--- src/rtl/ext_stage_pkg.sv ---
// ext_stage_pkg -- shared definitions for the extension stage.
//   ext_op_e      : 3-bit ExtOp mode codes (immediate and load-lane modes)
//   DATA_W_*      : legal datapath widths
//   IMM_W_MIN     : smallest legal immediate width
//   imm_w_max()   : largest legal immediate width for a given datapath width
//   params_legal(): combined legality test for a DATA_W/IMM_W pair
package ext_stage_pkg;

    typedef enum logic [2:0] {
        EXT_ZERO = 3'b000,
        EXT_SIGN = 3'b001,
        EXT_LUI  = 3'b010,
        EXT_BR   = 3'b011,
        EXT_LB   = 3'b100,
        EXT_LBU  = 3'b101,
        EXT_LH   = 3'b110,
        EXT_LHU  = 3'b111
    } ext_op_e;

    localparam int DATA_W_NARROW = 32;
    localparam int DATA_W_WIDE   = 64;
    localparam int IMM_W_MIN     = 8;

    function automatic int imm_w_max(input int data_w);
        return data_w / 2;
    endfunction

    function automatic bit params_legal(input int data_w, input int imm_w);
        return ((data_w == DATA_W_NARROW) || (data_w == DATA_W_WIDE)) &&
               (imm_w >= IMM_W_MIN) && (imm_w <= imm_w_max(data_w));
    endfunction

endpackage

--- src/rtl/ext_core.sv ---
// ext_core -- purely combinational immediate / load-lane extender.
//   op       in  3       ExtOp mode code
//   data     in  DATA_W  immediate in low IMM_W bits, or a load word
//   off      in  OFF_W   byte offset used by the load modes
//   result   out DATA_W  extended value (0 for a misaligned halfword)
//   misalign out 1       halfword load with an odd byte offset
module ext_core
    import ext_stage_pkg::*;
#(
    parameter int DATA_W = 32,
    parameter int IMM_W  = 16,
    parameter int OFF_W  = $clog2(DATA_W / 8)
) (
    input  logic [2:0]        op,
    input  logic [DATA_W-1:0] data,
    input  logic [OFF_W-1:0]  off,
    output logic [DATA_W-1:0] result,
    output logic              misalign
);

    logic [IMM_W-1:0]  imm;
    logic [DATA_W-1:0] imm_sext;
    logic [7:0]        byte_lane;
    logic [15:0]       half_lane;

    assign imm      = data[IMM_W-1:0];
    assign imm_sext = {{(DATA_W-IMM_W){imm[IMM_W-1]}}, imm};

    // Byte lane = off; halfword lane = off with its low bit dropped.
    assign byte_lane = data[{off, 3'b000} +: 8];
    assign half_lane = data[{off[OFF_W-1:1], 4'b0000} +: 16];

    always_comb begin
        result   = '0;
        misalign = 1'b0;
        case (op)
            EXT_ZERO: result = {{(DATA_W-IMM_W){1'b0}}, imm};
            EXT_SIGN: result = imm_sext;
            EXT_LUI:  result = {imm, {(DATA_W-IMM_W){1'b0}}};
            EXT_BR:   result = imm_sext << 2;
            EXT_LB:   result = {{(DATA_W-8){byte_lane[7]}}, byte_lane};
            EXT_LBU:  result = {{(DATA_W-8){1'b0}}, byte_lane};
            EXT_LH, EXT_LHU: begin
                if (off[0]) begin
                    misalign = 1'b1;
                end else if (op == EXT_LH) begin
                    result = {{(DATA_W-16){half_lane[15]}}, half_lane};
                end else begin
                    result = {{(DATA_W-16){1'b0}}, half_lane};
                end
            end
            default: result = '0;
        endcase
    end

endmodule

--- src/rtl/ext_stage.sv ---
// ext_stage -- registered extension stage with a 2-entry skid buffer.
//   clk, reset          clock and synchronous active-high reset
//   flush               drop both buffered entries (err_cnt is kept)
//   in_valid/in_ready   input handshake; in_ready is a pure register
//   in_op/in_data/in_off  ExtOp code, immediate or load word, byte offset
//   out_valid/out_ready output handshake
//   out_data/out_misalign extended result and misaligned-halfword flag
//   err_cnt             saturating count of misaligned results delivered
module ext_stage
    import ext_stage_pkg::*;
#(
    parameter int DATA_W = 32,
    parameter int IMM_W  = 16,
    parameter int OFF_W  = $clog2(DATA_W / 8)
) (
    input  logic              clk,
    input  logic              reset,
    input  logic              flush,
    input  logic              in_valid,
    output logic              in_ready,
    input  logic [2:0]        in_op,
    input  logic [DATA_W-1:0] in_data,
    input  logic [OFF_W-1:0]  in_off,
    output logic              out_valid,
    input  logic              out_ready,
    output logic [DATA_W-1:0] out_data,
    output logic              out_misalign,
    output logic [7:0]        err_cnt
);

    logic [DATA_W-1:0] core_data;
    logic              core_mis;

    logic              main_valid_reg, main_valid_next;
    logic [DATA_W-1:0] main_data_reg,  main_data_next;
    logic              main_mis_reg,   main_mis_next;
    logic              skid_valid_reg, skid_valid_next;
    logic [DATA_W-1:0] skid_data_reg,  skid_data_next;
    logic              skid_mis_reg,   skid_mis_next;
    logic              in_ready_reg,   in_ready_next;
    logic [7:0]        err_cnt_reg,    err_cnt_next;

    logic in_fire;
    logic out_fire;

    ext_core #(
        .DATA_W (DATA_W),
        .IMM_W  (IMM_W),
        .OFF_W  (OFF_W)
    ) u_core (
        .op       (in_op),
        .data     (in_data),
        .off      (in_off),
        .result   (core_data),
        .misalign (core_mis)
    );

    assign in_fire  = in_valid && in_ready_reg;
    assign out_fire = main_valid_reg && out_ready;

    always_comb begin
        main_valid_next = main_valid_reg;
        main_data_next  = main_data_reg;
        main_mis_next   = main_mis_reg;
        skid_valid_next = skid_valid_reg;
        skid_data_next  = skid_data_reg;
        skid_mis_next   = skid_mis_reg;
        err_cnt_next    = err_cnt_reg;

        if (out_fire && main_mis_reg && (err_cnt_reg != 8'hFF)) begin
            err_cnt_next = err_cnt_reg + 8'd1;
        end

        if (flush) begin
            main_valid_next = 1'b0;
            skid_valid_next = 1'b0;
        end else if (!main_valid_reg || out_fire) begin
            // Main slot frees up: the older skid entry has precedence so
            // ordering stays FIFO. in_ready is low whenever skid is full,
            // so an input beat cannot arrive in the same cycle.
            if (skid_valid_reg) begin
                main_valid_next = 1'b1;
                main_data_next  = skid_data_reg;
                main_mis_next   = skid_mis_reg;
                skid_valid_next = 1'b0;
            end else if (in_fire) begin
                main_valid_next = 1'b1;
                main_data_next  = core_data;
                main_mis_next   = core_mis;
            end else begin
                main_valid_next = 1'b0;
            end
        end else if (in_fire) begin
            // Main is held by a stalled consumer: park the beat in skid.
            skid_valid_next = 1'b1;
            skid_data_next  = core_data;
            skid_mis_next   = core_mis;
        end

        in_ready_next = !skid_valid_next;
    end

    always_ff @(posedge clk) begin
        if (reset) begin
            main_valid_reg <= 1'b0;
            main_data_reg  <= '0;
            main_mis_reg   <= 1'b0;
            skid_valid_reg <= 1'b0;
            skid_data_reg  <= '0;
            skid_mis_reg   <= 1'b0;
            in_ready_reg   <= 1'b0;
            err_cnt_reg    <= 8'd0;
        end else begin
            main_valid_reg <= main_valid_next;
            main_data_reg  <= main_data_next;
            main_mis_reg   <= main_mis_next;
            skid_valid_reg <= skid_valid_next;
            skid_data_reg  <= skid_data_next;
            skid_mis_reg   <= skid_mis_next;
            in_ready_reg   <= in_ready_next;
            err_cnt_reg    <= err_cnt_next;
        end
    end

    assign in_ready     = in_ready_reg;
    assign out_valid    = main_valid_reg;
    assign out_data     = main_data_reg;
    assign out_misalign = main_mis_reg;
    assign err_cnt      = err_cnt_reg;

endmodule

--- config.mk ---
export PLATFORM = sky130hd
export DESIGN_NAME = ext_stage
export DESIGN_NICKNAME = d
export VERILOG_FILES = /design/src/rtl/ext_stage_pkg.sv /design/src/rtl/ext_core.sv /design/src/rtl/ext_stage.sv
export SDC_FILE = /design/constraint.sdc
export NUM_CORES = 1
export LEC_CHECK = 0
export CORE_ASPECT_RATIO = 0.75
export CORE_UTILIZATION = 55
export DETAILED_ROUTE_END_ITERATION = 8
export PLACE_DENSITY = 0.86
export SETUP_SLACK_MARGIN = 0.15
export SYNTH_ARGS = -nofsm -noshare
export SYNTH_HDL_FRONTEND = slang
export SYNTH_SLANG_ARGS = --single-unit
--- constraint.sdc ---
create_clock -name clk -period 5 [get_ports clk]
set_input_delay 0.75 -clock clk [delete_from_list [all_inputs] [get_ports clk]]
set_output_delay 0.75 -clock clk [all_outputs]
set_load 0.005 [all_outputs]
==> results of run 1 <==
cells in the mapped netlist, types with 2 or more instances:
master	number
and3_1	2
mux2i_1	14
nand2_1	36
a2111oi_0	2
a221oi_1	18
buf_2	9
o221ai_2	7
nor2_1	60
nor2b_1	15
inv_1	4
a21oi_2	7
nand3_1	14
o31a_1	7
dfxtp_1	77
a21oi_1	45
o41ai_1	5
or3_1	4
buf_6	3
a211oi_1	14
nand2b_1	3
mux2_2	4
nand3b_1	2
o21ai_0	29
a31o_2	2
nor4_1	2
xnor2_1	4
nor3b_1	2
o22ai_1	10
clkbuf_1	30
nor3_1	22
critical path, delay by kind of cell:
family	cells	cell delay [ns]
compound gates	2	0.27
buf+inv	1	0.85
simple gates	3	1.35
layout make-up:
| class | count | share of cell area |
|---|---|---|
| multi-input cells | 346 | 0.433 |
| clock buffers | 11 | 0.0312 |
| inverters | 4 | 0.00309 |
| flip-flops and latches | 77 | 0.317 |
| clock inverters | 5 | 0.0118 |
| repair buffers | 91 | 0.183 |
| well taps | 81 | 0.0209 |
layout by cell type (no fill, tap or decap), types with 5 or more instances in the layout:
master,Yosys,layout
o221ai_2,7,7
nand2_1,36,36
buf_4,0,7
a21oi_1,45,45
o41ai_1,5,5
nor2b_1,15,15
mux2i_1,14,14
dfxtp_1,77,77
a221oi_1,18,18
nand3_1,14,14
o21ai_0,29,29
o22ai_1,10,10
a211oi_1,14,14
a21oi_2,7,7
nor2_1,60,60
clkbuf_8,0,11
clkdlybuf4s50_1,0,83
o31a_1,7,7
nor3_1,22,20
logic make-up after synthesis:
logic type | after synthesis | synth area share
adders and majority gates | 1 | 0.00326
and+or+nand+nor | 169 | 0.204
xor gates and xnor gates | 5 | 0.0114
AOI/OAI and AO/OA | 152 | 0.273
buffers and inverters | 46 | 0.0537
muxes | 19 | 0.0541
DFF | 77 | 0.401
per-stage QoR:
stage / power (mW) / utilization / area, um2
floorplan: 0.744 / - / 3840
global placement: 0.825 / 0.715 / 4650
detailed placement: 0.828 / 0.715 / 4650
CTS: 1.31 / 0.747 / 4860
global route: 1.36 / 0.747 / 4860
finish: 1.31 / 0.747 / 4860
metal layers:
layer | vias to the layer above | share of wire | GRT usage
met1 | 1836 | 0.43 | 0.397
met4 | 0 | 0.024 | 0.143
li1 | 1838 | - | -
met2 | 217 | 0.46 | 0.502
met5 | - | 0 | 0
met3 | 32 | 0.087 | 0.0789
power by group:
part,internal (mW),total [mW],switching [mW]
registers,0.625,0.632,0.00689
clock network,0.259,0.490,0.232
logic,0.0864,0.187,0.101
total,0.970,1.31,0.339
path summary, 6_finish.rpt:
path	endpoint	slack, ns	cells after the start
hold reg to reg	skid_data_reg[7]$_SDFFE_PP0P_	0.47	2
setup / recovery	skid_data_reg[21]$_SDFFE_PP0P_	1.94	6
hold / removal	skid_data_reg[7]$_SDFFE_PP0P_	0.47	2
setup reg to reg	skid_data_reg[21]$_SDFFE_PP0P_	2.55	4
==> flow_summary.yaml, run 1 <==
pwr:
  peakVddDrop_mv: 0.195
  p_leak_nw: 1.64
  p_per_area_nw_per_um2: 270
sta:
  tns_ns: 0
  finalCritPeriodShare: 0.611
  fin_crit_ns: 3.06
  grt_setup_unrepaired: "false"
  skew_ns: 0.00857
  relSlewSlack: 0.253
  max_freq_ghz: 0.327
  worst_pin_slew_ns: 1.12
  setup_slack_ns: 1.94
  final-hold-violation-count: 0
  whs_ns: 0.466
  slew_viol_final: 0
  setup_viol: 0
synth:
  synth_seq_area_share: 0.401
  yosys_warnings: 0
  synth.top_cells.by_area: "dfxtp_1, a21oi_1, nor2_1"
  synthArstFlopShare: 0
  syn_inst: 469
  synth_area_per_cell_um2: 8.19
  synthesis.area_um2: 3840
  synth_nets: 512
  synth_edf_count: 0
  yosysUniqueCellTypes: 46
  synth-seq-cells: 77
  ys.flop_type: "dfxtp_1"
  synth_top_area_frac: 0.401
  synth_top_area_cell: "dfxtp_1"
detailed_routing:
  drc_errors: 0
  drt_iter0_drc: 408
  post_drt_wl_per_cell_um: 17.9
  drt-total-wl_um: 11000
  drt_pre_antenna_iters: 7
  ant_nets: 0
  vias: 3923
  via_per_inst: 6.38
placed_design:
  port-buffer-count: 84
  dp_cells: 599
  place_ws_ns: 1.64
  gp_congestion: 0.918
  dp_hpwl_um: 7460
cells_and_area:
  multi_input_area_um2: 2100
  final_nets: 572
  area_delta_synth_final_pct: 26.5
  drive_above_1_share: 0.0899
  fin_cells: 615
  n_fill_cell: 498
  diodes: 0
  seq_area_um2: 1540
floorplan:
  die_height_um: 74.4
  core-area_um2: 6510
  ios: 85
  dieArea_um2: 7330
  initial_utilization: 0.591
  die_x_um: 98.5
  rows: 25
cts:
  cts_resized: 0
  root_buffer: "clkbuf_8"
  clk_latency_ns: 0.35
  cts.htree.levels: 3
  cts_tree: "done"
  cts_setup_buffers: 0
  cts_buffers: 9
  holdBufCountCts: 0
  clk_pin_slew_ns: 0.08
  clock_sinks: 77
  cts_max_path_buffers: 2
global_route:
  grt_max_degree: 72
  grt_usage: 0.310
  grt_pass1_wl_um: 17700
  grt_overflow: 0
  antenna_found_initial: 0
  grt_pass1_vias: 3671
critical_path:
  critical-path-max-stage-delay_ns: 0.85
  crit_path_top_delay_cell: "clkdlybuf4s50_1"
  worst_setup_path_end_kind: "register"
  r2r_start: "out_valid$_SDFFE_PP0P_"
  cp.required_ns: 5.18
  crit_chain: "clkdlybuf4s50_1, nor2b_1, nand3_1, a21oi_1, nor2_1, a211oi_1"
  cp.arrival_ns: 3.24
  startpoint: "in_op[2]"
  cp_max_fo: 25
  critPathLaunchType: "input pin"
  critPathKind: "input pin to register"
worst_hold_path:
  hold_path_class: "register to register"
  hp-start: "skid_data_reg[7]$_SDFFE_PP0P_"
status:
  status: "completed"
flow_run:
  cap_violations: 0
Power figures use the tool's default switching activity.
==> inputs of run 2 (changes only) <==
- CORE_UTILIZATION: 55 -> 51
- PLACE_DENSITY: 0.86 -> 0.81
- clock period: 5 -> 3.2 ns (I/O delays scaled with it)
==> flow_summary.yaml, run 2 (synthesis gave the netlist of run 1 again) <==
status:
  status: "completed"
cells_and_area:
  drive_above_1_share: 0.0998
  seq_area_um2: 1540
  diodes: 0
  layout_common_cells: "clkdlybuf4s50_1, dfxtp_1, nor2_1, a21oi_1, nand2_1"
  design_area_um2: 4950
  final_nets: 579
  final_core_util: 0.675
  n_fill_cell: 631
  area_delta_synth_final_pct: 28.8
  layout_commonest_cell: "clkdlybuf4s50_1"
  multi_input_area_um2: 2100
sta:
  max_freq_ghz: 0.366
  relSlewSlack: 0.224
  setup_viol: 0
  finalCritPeriodShare: 0.854
  fin_crit_ns: 2.73
  slew_viol_final: 0
  worst_pin_slew_ns: 1.16
  skew_ns: 0.00770
  grt_setup_unrepaired: "false"
  final-hold-violation-count: 0
  tns_ns: 0
floorplan:
  die_height_um: 77.2
  initial_utilization: 0.524
  ios: 85
  rows: 27
  die_x_um: 102
  dieArea_um2: 7890
  core-area_um2: 7330
global_route:
  grt_overflow: 0
  grt_max_degree: 45
  grt_pass1_wl_um: 18000
  grt_pass1_vias: 3574
  antenna_found_initial: 0
  grt_usage: 0.292
cts:
  cts.htree.levels: 3
  cts_tree: "done"
  holdBufCountCts: 0
  cts_buffers: 9
  clock_sinks: 77
  cts_setup_buffers: 0
  root_buffer: "clkbuf_8"
  cts_resized: 0
  clk_pin_slew_ns: 0.08
  clk_latency_ns: 0.35
  cts_max_path_buffers: 2
detailed_routing:
  drt_iter0_drc: 291
  drt-total-wl_um: 11300
  vias: 3852
  ant_nets: 0
  post_drt_wl_per_cell_um: 17.6
  drc_errors: 0
  via_per_inst: 6.00
  drt_pre_antenna_iters: 5
flow_run:
  cap_violations: 0
critical_path:
  crit_path_top_delay_cell: "nor2_1"
  rrSetupSlack_ns: 0.77
  crit_chain: "clkdlybuf4s50_1, mux4_2, nand3b_1, a21oi_1, nor2_1, a221oi_1"
  cp_max_fo: 16
  crit_buf_inv: 1
  critPathKind: "input pin to register"
  worst_setup_path_end_kind: "register"
  cp.arrival_ns: 2.90
  r2r_start: "skid_valid_reg$_SDFF_PP0_"
  cp.required_ns: 3.37
  r2r_cells: 4
  critical-path-max-stage-delay_ns: 0.90
  critical-path-top-delay-family: "simple AND/OR/NAND/NOR gates"
  critPathLaunchType: "input pin"
  r2r_end: "out_data[27]$_SDFFE_PP0P_"
pwr:
  combinationalPowerShare: 0.141
  seq_power_share: 0.469
  power.clock.fraction: 0.389
  peakVddDrop_mv: 0.380
  switchingPower_uw: 543
  p_sw_frac: 0.258
  p_leak_nw: 1.67
  internal_power_mw: 1.56
  p_per_area_nw_per_um2: 425
placed_design:
  placed_cell_area_um2: 4730
  dp_hpwl_um: 7790
  port-buffer-count: 84
  gp_congestion: 0.870
worst_hold_path:
  hold_path_class: "register to register"
  hold_depth: 2
  hp-start: "skid_data_reg[7]$_SDFFE_PP0P_"
  hold_end: "skid_data_reg[7]$_SDFFE_PP0P_"
run 2: changes by cell type in the layout (fill, tap and decap cells not counted), sizes merged:
cell / before / now
inv: 5 / 6
clkbuf: 11 / 10
clkinv: 3 / 1
bufinv: 1 / 2
clkinvlp: 0 / 1
buf: 8 / 15
run 2: power by group through the flow:
stage          logic [mW]  clock network, mW  registers [mW]
5_1_grt             0.322              0.866           0.991
6_report            0.298              0.819           0.989
3_5_place_dp        0.292                  0            1.01
2_1_floorplan       0.152                  0            1.01
3_3_place_gp        0.289                  0            1.01
4_1_cts             0.294              0.827           0.988
run 2: how the worst max path moves through the flow:
stage | slack [ns] | endpoint | startpoint | depth (start not counted)
floorplan | 1.16 | out_data[8]$_SDFFE_PP0P_ | in_off[0] | 8
global placement | 0.27 | out_data[21]$_SDFFE_PP0P_ | in_off[0] | 6
detailed placement | 0.22 | out_data[24]$_SDFFE_PP0P_ | in_data[15] | 6
CTS | 0.57 | out_data[24]$_SDFFE_PP0P_ | in_data[15] | 6
global route | 0.38 | out_data[24]$_SDFFE_PP0P_ | in_data[15] | 6
finish | 0.47 | out_data[27]$_SDFFE_PP0P_ | in_data[15] | 6
run 2: layer usage:
layer  vias up  wire length [um]  track usage
li1       1841                 -            -
met1      1834              5060        0.400
met2       159              5260        0.465
met3        18               808       0.0611
met4         0               154       0.0757
met5         -                 0            0
run 2: area by class of cell:
class | count | share of cell area
Clock inverter | 6 | 0.0190
Sequential cell | 77 | 0.311
Tap cell | 101 | 0.0255
Clock buffer | 10 | 0.0258
Inverter | 4 | 0.00303
Multi-Input combinational cell | 346 | 0.425
Timing Repair Buffer | 98 | 0.190
run 2: worst reg2reg max path: stages (launching register included):
cell      delay, ns
dfxtp_1        0.32
buf_4          0.18
or4_1          0.61
nor2_1         0.90
a221oi_1       0.24
run 2: stage by stage:
stage / instances / hold WS [ns] / setup WS, ns / power, mW
after floorplan: 469 / 0.433 / 1.16 / 1.16
after global placement: 626 / 0.439 / 0.274 / 1.30
after detailed placement: 626 / 0.459 / 0.218 / 1.30
after CTS: 642 / 0.467 / 0.569 / 2.11
after global routing: 642 / 0.490 / 0.377 / 2.18
final: 642 / 0.467 / 0.469 / 2.11
